[config.mk]
export PLATFORM = sky130hd
export DESIGN_NAME = gray2bin_pipe
export DESIGN_NICKNAME = d
export VERILOG_FILES = /design/src/rtl/gray_pkg.sv /design/src/rtl/gray2bin_stage.sv /design/src/rtl/gray2bin_pipe.sv
export SDC_FILE = /design/constraint.sdc
export NUM_CORES = 1
export LEC_CHECK = 0
export ABC_CLOCK_PERIOD_IN_PS = 4000
export CAP_MARGIN = 20
export CORE_MARGIN = 2
export CORE_UTILIZATION = 50
export DETAILED_ROUTE_END_ITERATION = 8
export GPL_ROUTABILITY_DRIVEN = 0
export GPL_TIMING_DRIVEN = 0
export HOLD_SLACK_MARGIN = 0.1
export PLACE_DENSITY = 0.79
export SETUP_SLACK_MARGIN = 0.3
export SKIP_LAST_GASP = 1
export SYNTH_ARGS = -nofsm -noshare
export SYNTH_HDL_FRONTEND = slang
export SYNTH_SLANG_ARGS = --single-unit
[constraint.sdc]
create_clock -name clk_i -period 4 [get_ports clk_i]
set_input_delay 0.8 -clock clk_i [delete_from_list [all_inputs] [get_ports clk_i]]
set_output_delay 0.8 -clock clk_i [all_outputs]
set_load 0.1 [all_outputs]
[src/rtl/gray_pkg.sv]
// Shared Gray-code helpers for the encoder and the pipelined decoder.
// Functions take words padded to GRAY_MAX_W so one definition serves every width.
package gray_pkg;

   localparam int GRAY_MAX_W = 256;

   // Bit range owned by one decoder stage; empty stages own no bits at all
   typedef struct packed {
      int   hi;
      int   lo;
      logic empty;
   } chunk_t;

   // Binary to Gray, used by the transmit-side encoder
   function automatic logic [GRAY_MAX_W-1:0] bin2gray(input logic [GRAY_MAX_W-1:0] bin);
      return bin ^ (bin >> 1);
   endfunction

   // Resolves bits hi..lo of a partially decoded word. Bits above hi are already
   // binary, bits below lo are left as Gray, and seed is the binary bit at hi+1
   // (zero for the top chunk so its MSB passes straight through).
   function automatic logic [GRAY_MAX_W-1:0] gray2bin_chunk(
      input logic [GRAY_MAX_W-1:0] data,
      input logic                  seed,
      input int                    hi,
      input int                    lo
   );
      logic [GRAY_MAX_W-1:0] res;
      logic                  acc;
      res = data;
      acc = seed;
      for (int i = GRAY_MAX_W - 1; i >= 0; i--) begin
         if (i <= hi && i >= lo) begin
            acc    = acc ^ data[i];
            res[i] = acc;
         end
      end
      return res;
   endfunction

   // Chunk boundaries for stage k when a width-w word is split over s stages.
   // Chunks are ceil(w/s) bits from the MSB down; trailing stages can end up
   // with nothing to resolve and are flagged empty with hi below lo.
   function automatic chunk_t chunk_bounds(input int w, input int s, input int k);
      chunk_t b;
      int     c;
      int     top;
      int     bot;
      c   = (w + s - 1) / s;
      top = w - 1 - k * c;
      bot = w - (k + 1) * c;
      if (bot < 0) begin
         bot = 0;
      end
      if (top < 0) begin
         b.hi    = -1;
         b.lo    = 0;
         b.empty = 1'b1;
      end else begin
         b.hi    = top;
         b.lo    = bot;
         b.empty = 1'b0;
      end
      return b;
   endfunction

endpackage

[src/rtl/gray2bin_stage.sv]
// One decoder pipeline stage: a valid/data register, the XOR chain for its
// chunk and the skid-free ready equation that lets an empty stage fill even
// while everything downstream is stalled.
module gray2bin_stage
   import gray_pkg::*;
#(
   parameter int D_WIDTH  = 8,
   parameter int HI       = 7,
   parameter int LO       = 0,
   parameter bit HAS_SEED = 1'b0
) (
   input  logic               clk,
   input  logic               rst,
   input  logic               up_valid,
   input  logic [D_WIDTH-1:0] up_data,
   input  logic               down_ready,
   output logic               ready,
   output logic               valid,
   output logic [D_WIDTH-1:0] data
);

   logic               seed;
   logic [D_WIDTH-1:0] resolved;
   logic               valid_q;
   logic [D_WIDTH-1:0] data_q;

   // The seed is the already-binary bit just above this chunk in the upstream word
   if (HAS_SEED) begin : g_seed
      assign seed = up_data[HI+1];
   end else begin : g_no_seed
      assign seed = 1'b0;
   end

   assign resolved = D_WIDTH'(gray2bin_chunk(GRAY_MAX_W'(up_data), seed, HI, LO));

   // A stage can take a new word if it is empty or its word is leaving this cycle
   assign ready = !valid_q || down_ready;

   // Valid follows upstream whenever the stage loads, so bubbles propagate too
   always_ff @(posedge clk or posedge rst) begin
      if (rst) begin
         valid_q <= 1'b0;
      end else if (ready) begin
         valid_q <= up_valid;
      end
   end

   // Data only moves when a real word arrives; bubbles leave the register untouched
   always_ff @(posedge clk or posedge rst) begin
      if (rst) begin
         data_q <= '0;
      end else if (ready && up_valid) begin
         data_q <= resolved;
      end
   end

   assign valid = valid_q;
   assign data  = data_q;

endmodule

[src/rtl/gray2bin_pipe.sv]
// Pipelined Gray-to-binary decoder with valid/ready flow control.
// The XOR-prefix chain is cut into STAGES chunks, one per register stage,
// MSB chunk first; the top level only chains the stages together.
module gray2bin_pipe
   import gray_pkg::*;
#(
   parameter int D_WIDTH = 8,
   parameter int STAGES  = 2
) (
   input  logic               clk_i,
   input  logic               rst_i,
   input  logic [D_WIDTH-1:0] in_data_i,
   input  logic               in_valid_i,
   output logic               in_ready_o,
   output logic [D_WIDTH-1:0] out_data_o,
   output logic               out_valid_o,
   input  logic               out_ready_i
);

   logic [STAGES:0]    valid_chain;
   logic [D_WIDTH-1:0] data_chain [STAGES+1];

   assign valid_chain[0] = in_valid_i;
   assign data_chain[0]  = in_data_i;

   for (genvar k = 0; k < STAGES; k++) begin : g_stage
      localparam chunk_t BOUNDS = chunk_bounds(D_WIDTH, STAGES, k);

      logic stage_ready;
      logic down_ready;

      // Ready ripples back from the output; each stage keeps its own wire so
      // the chain is not one vector feeding itself
      if (k == STAGES - 1) begin : g_last
         assign down_ready = out_ready_i;
      end else begin : g_mid
         assign down_ready = g_stage[k+1].stage_ready;
      end

      gray2bin_stage #(
         .D_WIDTH  (D_WIDTH),
         .HI       (BOUNDS.hi),
         .LO       (BOUNDS.lo),
         .HAS_SEED ((k != 0) && !BOUNDS.empty)
      ) u_stage (
         .clk        (clk_i),
         .rst        (rst_i),
         .up_valid   (valid_chain[k]),
         .up_data    (data_chain[k]),
         .down_ready (down_ready),
         .ready      (stage_ready),
         .valid      (valid_chain[k+1]),
         .data       (data_chain[k+1])
      );
   end

   assign in_ready_o  = g_stage[0].stage_ready;
   assign out_valid_o = valid_chain[STAGES];
   assign out_data_o  = data_chain[STAGES];

endmodule

After elaboration in Yosys (flattened, before gate mapping)
Index checks and enable logic that the tools add are counted.
{ "word_totals": {"register_bits": 18, "latchBits": 0, "mem_bits_rw": 0, "romBits": 0, "in_bits": 12, "out_inout_bits": 10, "word_cells": 17, "memories": 0} }
{ "classes": {"n_addsub": 0, "n_mul": 0, "div": 0, "n_lt_le_gt_ge": 0, "eq_ne": 0, "shifts": 0, "muxes": 0, "bitwise": 7, "reduce_logical": 6} }
{ "ops": {"columns": ["op", "n"], "rows": [
  ["1-bit XOR", 7],
  ["1-bit logical AND", 2],
  ["1-bit zero test", 2],
  ["1-bit logical OR", 2]
]} }

Depth between registers and ports, before layout
Gate-level depths: netlist (run 1).
{ "logic_depth": {"depth_word": 4, "mapped_depth": 3, "mapped_depth_nobuf": 3} }

Hierarchy
A second synthesis (run 1) with hierarchy kept.
{ "unflattened": {"hier_cells": 52, "area_unflattened_um2": 784.5} }
{ "by_module_without_submodules": {"columns": ["module", "instances", "cells_per_inst", "area_per_inst_um2", "seq_area_each_um2"], "rows": [
  ["gray2bin_stage at g_stage[1].u_stage", 1, 27, 404.1, 225.2],
  ["gray2bin_stage at g_stage[0].u_stage", 1, 25, 380.4, 225.2]
]} }

Least setup slack after synthesis (run 1)
No wires, ideal clock.
{ "synth_path": {"path_kind": "register to register", "start": "register g_stage[1].u_stage.valid_q", "end": "register g_stage[0].u_stage.data_q[0]", "setup_time_ns": 0.125, "arrival_ns": 2.866, "required_time_ns": 3.875, "path_slack_ns": 1.009, "stages_incl_launch_ff": 4, "path_buffers": 0, "synth_period_minus_slack_ns": 2.991, "path_cell_list": "dfrtp_1 > nand3b_1 > nand2_1 > mux2_2"} }
{ "synth_between": {"elab_chain_cells": 4} }
{ "synth_lines": {"columns": ["element", "line", "rtl"], "rows": [
  ["start: declaration", "gray2bin_stage.sv:24", "logic valid_q;"],
  ["start signal: assignment", "gray2bin_stage.sv:44", "valid_q <= up_valid;"],
  ["1-bit zero test", "gray2bin_stage.sv:37", "assign ready = !valid_q || down_ready;"],
  ["1-bit logical OR (2 in series)", "gray2bin_stage.sv:37", null],
  ["named net in_ready_o", "gray2bin_pipe.sv:14", "output logic in_ready_o,"],
  ["1-bit logical AND", "gray2bin_stage.sv:52", "end else if (ready && up_valid) begin"],
  ["end signal: assignment", "gray2bin_stage.sv:53", "data_q <= resolved;"],
  ["end: declaration", "gray2bin_stage.sv:25", "logic [D_WIDTH-1:0] data_q;"]
]} }
The timed path passes the listed nets, and every way through them passes these cells.
A chain may end at the register's enable or synchronous reset.

Final worst setup path (run 1)
{ "layout_path": {"start": "input out_ready_i", "end": "output in_ready_o"} }
{ "layout_between": {"elab_chain_cells": 2} }
{ "layout_lines": {"columns": ["element", "line", "rtl"], "rows": [
  ["start: declaration", "gray2bin_pipe.sv:17", "input logic out_ready_i"],
  ["1-bit logical OR (2 in series)", "gray2bin_stage.sv:37", null],
  ["end: declaration", "gray2bin_pipe.sv:14", null]
]} }
No other way between the ends.

==> flow_summary.toml, run 1 <==
[critical_path]
r2r_start = "g_stage[0].u_stage.data[3]"
setup.worst_path.start_class = "input pin"
crit_arrival_ps = 2560
worst_setup_path_end_kind = "output pin"
cp_max_fo = 3
cp.required_ps = 3200
crit_start = "out_ready_i"
path_class = "input pin to output pin"

[clock_network]
holdBufCountCts = 0
cts_tree = "yes"
clock_sinks = 18
clk_pin_slew_ps = 90
clkLatencyLatePin_ps = 280
post_cts_buffers = 0
cts_buffers = 3
cts_resized = 0
htreeDepth = 1
cts_buffer_depth = 2
root_buffer = "clkbuf_4"

[routing]
drc_errors = 0
drt_pre_antenna_iters = 2
drt-total-wl_mm = 1.22
ant_nets = 0
drt_iter0_markers = 2
wl_per_cell_um = 12.5
via_count = 487
detail_route.vias_per_cell = 5.02

[finish]
seqCellArea_um2 = 450
drive_gt1_share_pct = 33.3
nFillCells = 122
syn_to_final_growth_pct = 30.2
multi_input_area_um2 = 319
nets = 95
n_antenna_cell = 0

[sta]
drv_slew = 0
final.setup.worst_slack_ps = 636
fin_crit_sh_pct = 84.1
skew_ps = 4.87
finalSetupViolations = 0
fin_crit_ps = 3360
relSlewSlack_pct = 35.1
fmax_mhz = 297
tns_ps = 0
worst_slew_pin_slew_ps = 970
finalHoldViolCount = 0
rsz0062_at_grt = "no"

[floorplan]
die_w_um = 44.9
die_h_um = 44.9
num_rows = 14
initial_core_util_pct = 54.3
core_region_area_mm2 = 0.00154
io_pins = 22
dieArea_mm2 = 0.00202

[synthesis]
synth_area_leaders = "dfrtp_1, mux2_2, buf_4"
ys_ff_latch = 18
synth_top_area_share_pct = 53.8
syn_inst = 57
yosysWarnings = 0
yosysUniqueCellTypes = 13
yosysSeqAreaShare_pct = 53.8
syn_area_um2 = 837
synth.avg_cell_area_um2 = 14.7
synth_top_area_cell = "dfrtp_1"
synth_fp_nets = 69

[global_routing]
grt_usage_pct = 14.4
antenna_found_initial = 0
grt_pass1_wl_mm = 2.03
grt_max_degree = 19
grt_pass1_vias = 467
grt.overflow.total = 0

[power]
cellLeakagePower_nw = 0.499
comb_power_share_pct = 59.6
power.total_uw = 857
peakVddDrop_mv = 0.542
power.share.clock_pct = 9.8
pwr-share-seq_pct = 30.6
power.switching_uw = 409
p_per_area_mw_per_mm2 = 786
switching_share_pct = 47.7
p_int_uw = 448

[placed_design]
numPortBuffers = 21
pre_cts_ws_ps = 635

[min_path]
hold_class = "register to register"
holdCritStartpoint = "g_stage[0].u_stage.valid"

[status]
status = "completed"

[run]
cap_violations = 0
## synthesized netlist by cell type
cell      instances
dfrtp_1          18
xor3_1            1
mux2_2           15
nand3b_1          1
mux2i_1           1
inv_1             2
nand2_1           2
nand2b_1          3
buf_4             8
xnor2_1           1
xor3_2            1
xnor3_1           1
xor2_1            3
## stage by stage
step / util (%) / cell area (µm²) / std cells / hold slack, ps
after detailed placement: 69.2 / 1070 / 94 / 479
after CTS: 70.7 / 1090 / 97 / 502
after global routing: 70.7 / 1090 / 97 / 519
final: 70.7 / 1090 / 97 / 500
after global placement: 69.2 / 1070 / 94 / 466
after floorplan: - / 837 / 57 / 457
## layout by cell type, fill, tap and decap left out, types with 2 or more instances in the layout
cell	netlist	routed
buf_4	8	8
clkbuf_4	0	3
clkdlybuf4s50_1	0	21
dfrtp_1	18	18
inv_1	2	2
mux2_2	15	15
nand2_1	2	2
nand2b_1	3	3
xor2_1	3	3
## path summary, 6_finish.rpt
check / end / slack (ps) / cells past startpoint
min: g_stage[1].u_stage.valid / 500 / 1
max reg2reg: g_stage[1].u_stage.data[0] / 2580 / 3
min in group asynchronous: g_stage[0].u_stage.data[1] / 900 / 2
min reg2reg: g_stage[1].u_stage.valid / 500 / 1
max: in_ready_o / 640 / 3
max in group asynchronous: g_stage[1].u_stage.data[6] / 2670 / 2
## per-layer routing
metal	GRT usage (%)	up-vias	wire length (µm)
li1	-	234	-
met1	18.0	240	562
met2	23.5	11	595
met3	3.60	2	50
met4	7.06	0	6
met5	0	-	0
## final cells by class
cell class                      instances  area share, %
Buffer                                  8           5.51
Clock buffer                            3           2.07
Tap cell                               16           1.84
Timing Repair Buffer                   21           19.3
Inverter                                2          0.689
Multi-Input combinational cell         29           29.3
Sequential cell                        18           41.3
## registers in the layout (all words and copies together), names as in the netlist
name,cells
g_stage.u_stage.data,16
g_stage.u_stage.valid,2
## power groups by stage
stage	registers (mW)	clock network, mW	logic [mW]
6_report	0.262	0.0842	0.511
3_5_place_dp	0.266	0	0.515
3_3_place_gp	0.264	0	0.507
4_1_cts	0.263	0.0896	0.516
2_1_floorplan	0.264	0	0.418
5_1_grt	0.270	0.0973	0.528
## logic make-up (layout without fill, tap and decap cells)
logic type    Yosys count  after routing  share of synthesized area (%)
xor+xnor                7              7                           12.7
mux                    16             16                           21.4
buf+inv                10             34                           8.07
flops                  18             18                           53.8
simple gates            6              6                           4.04
## worst max-delay path, cell delays in order
cell             delay (ps)
clkdlybuf4s50_1         460
nand3b_1                150
clkdlybuf4s50_1        1150
No activity file was read; power rests on OpenSTA's default activity.
==> inputs of run 2 (changes only) <==
--- a/config.mk
+++ b/config.mk
@@ -5,15 +5,15 @@
 export SDC_FILE = /design/constraint.sdc
 export NUM_CORES = 1
 export LEC_CHECK = 0
-export ABC_CLOCK_PERIOD_IN_PS = 4000
+export ABC_CLOCK_PERIOD_IN_PS = 2730
 export CAP_MARGIN = 20
 export CORE_MARGIN = 2
-export CORE_UTILIZATION = 50
+export CORE_UTILIZATION = 42
 export DETAILED_ROUTE_END_ITERATION = 8
 export GPL_ROUTABILITY_DRIVEN = 0
 export GPL_TIMING_DRIVEN = 0
 export HOLD_SLACK_MARGIN = 0.1
-export PLACE_DENSITY = 0.79
+export PLACE_DENSITY = 0.7
 export SETUP_SLACK_MARGIN = 0.3
 export SKIP_LAST_GASP = 1
 export SYNTH_ARGS = -nofsm -noshare
==> constraint.sdc (replaced) <==
create_clock -name clk_i -period 2.73 [get_ports clk_i]
set_input_delay 0.546 -clock clk_i [delete_from_list [all_inputs] [get_ports clk_i]]
set_output_delay 0.546 -clock clk_i [all_outputs]
set_load 0.1 [all_outputs]
==> run 2 against run 1 <==
Count of clock-buffer cells in the layout increased by 1. Power increased by 47%. Via count increased by 1.2%. Non-clock buffer count unchanged. Combinational power is 45% higher. First-iteration DRC count unchanged. Core utilization fell by 12 points. Global-route usage shrank 2.5 points. Hold slack improved by 15 ps. Sequential share of layout area is 1.2 points lower. Die area is 17% higher. Final area rose by 3.9%. Highest routed layer unchanged.
==> flow_summary.toml, run 2 (synthesis results as in run 1) <==
[floorplan]
io_pins = 22
initial_core_util_pct = 43.6
dieArea_mm2 = 0.00237
die_h_um = 48.6
num_rows = 16
core_region_area_mm2 = 0.00192
die_w_um = 48.6

[global_routing]
grt_max_degree = 19
antenna_found_initial = 0
met1_usage_pct = 14.2
grt_usage_pct = 11.9
grt_pass1_vias = 505
grt_use_met3_pct = 4.94
grt.busiest_layer = "met2"
grt_pass1_wl_mm = 2.18
grt.overflow.total = 0
grt_use_met2_pct = 20.1

[finish]
nets = 95
postLayoutCellArea_mm2 = 0.00113
largest_reg_flops = 16
n_antenna_cell = 0
syn_to_final_growth_pct = 35.3
final_cell_mix = "dfrtp_1, mux2_2, clkdlybuf4s50_1, buf_4, dlymetal6s2s_1"
drive_gt1_share_pct = 36.6
final_util_pct = 58.9
nFillCells = 183
final_common_cell = "dfrtp_1"

[routing]
drt_iter0_markers = 2
drt-total-wl_mm = 1.23
ant_nets = 0
wl_per_cell_um = 11.3
detail_route.vias_per_cell = 4.52
drt_pre_antenna_iters = 2
drc_errors = 0
via_count = 493

[sta]
relSlewSlack_pct = 35.5
worst_slew_pin_slew_ps = 965
skew_ps = 2.85
fin_crit_sh_pct = 87.7
final.setup.worst_slack_ps = 336
finalSetupViolations = 0
fmax_mhz = 418
drv_slew = 0
fin_crit_ps = 2390
rsz0062_at_grt = "no"
finalHoldViolCount = 0
fin_hold_ws_ps = 515

[clock_network]
clk_pin_slew_ps = 90
cts_buffers = 3
cts_tree = "yes"
root_buffer = "clkbuf_4"
clkLatencyLatePin_ps = 280
cts_buffer_depth = 2
holdBufCountCts = 0
clock_sinks = 18
post_cts_buffers = 0
htreeDepth = 1

[critical_path]
worst_setup_path_end_kind = "output pin"
cp_max_fo = 2
crit_arrival_ps = 1850
setup.worst_path.start_class = "register"
path_class = "register to output pin"
cp.required_ps = 2180

[placed_design]
pre_cts_ws_ps = -163
place_area_mm2 = 0.00109
numPortBuffers = 21

[min_path]
hold_class = "register to register"

[power]
p_per_area_mw_per_mm2 = 1110
cellLeakagePower_nw = 0.566
peakVddDrop_mv = 0.737

[run]
cap_violations = 0

[status]
status = "completed"
-- run 2: worst max-delay path, cell delays in order (launching register included) --
cell	delay, ps
dfrtp_1	350
buf_4	100
clkdlybuf4s50_1	1110
-- run 2: worst paths after layout --
| kind | startpoint | end | slack (ps) | depth (start not counted) |
|---|---|---|---|---|
| max in group asynchronous | rst_i | g_stage[1].u_stage.valid | 1610 | 2 |
| min in group asynchronous | rst_i | g_stage[0].u_stage.valid | 650 | 2 |
| setup / recovery | g_stage[1].u_stage.data[3] | out_data_o[3] | 340 | 2 |
| hold / removal | g_stage[0].u_stage.valid | g_stage[1].u_stage.valid | 520 | 1 |
| setup reg to reg | g_stage[0].u_stage.data[3] | g_stage[1].u_stage.data[0] | 1300 | 3 |
| hold reg to reg | g_stage[0].u_stage.valid | g_stage[1].u_stage.valid | 520 | 1 |
-- run 2: final cells by class --
type | instances | area (µm²) | area share, %
flip-flops and latches | 18 | 454 | 40.1
multi-input cells | 29 | 322 | 28.4
repair buffers | 21 | 229 | 20.2
plain buffers | 8 | 60.1 | 5.30
well taps | 27 | 33.8 | 2.98
clock buffers | 4 | 26.3 | 2.32
inverters | 2 | 7.51 | 0.663
-- run 2: power by group --
group / switching, mW / leakage (nW) / internal, mW / total, mW
Combinational: 0.483 / 0.343 / 0.260 / 0.743
Sequential: 0.0440 / 0.208 / 0.342 / 0.386
Clock: 0.0738 / 0.0150 / 0.0567 / 0.130
-- run 2: routing by layer --
| layer | routed length, µm | vias to the layer above |
|---|---|---|
| li1 | - | 236 |
| met1 | 505 | 244 |
| met2 | 653 | 11 |
| met3 | 60 | 2 |
| met4 | 14 | 0 |
| met5 | 0 | - |
-- run 2: through the flow --
step | setup TNS, ps | instances | total power [mW]
finish | 0 | 109 | 1.26
global route | 0 | 109 | 1.31
floorplan | 0 | 57 | 1.00
CTS | 0 | 109 | 1.28
detailed placement | -163 | 105 | 1.14
global placement | -137 | 105 | 1.13
-- run 2: timing repair --
action | 4_1_cts | 5_1_grt
gates cloned | 0 | 0
endpoints found under the setup margin | 1 | 7
gates resized for setup | 3 | 7
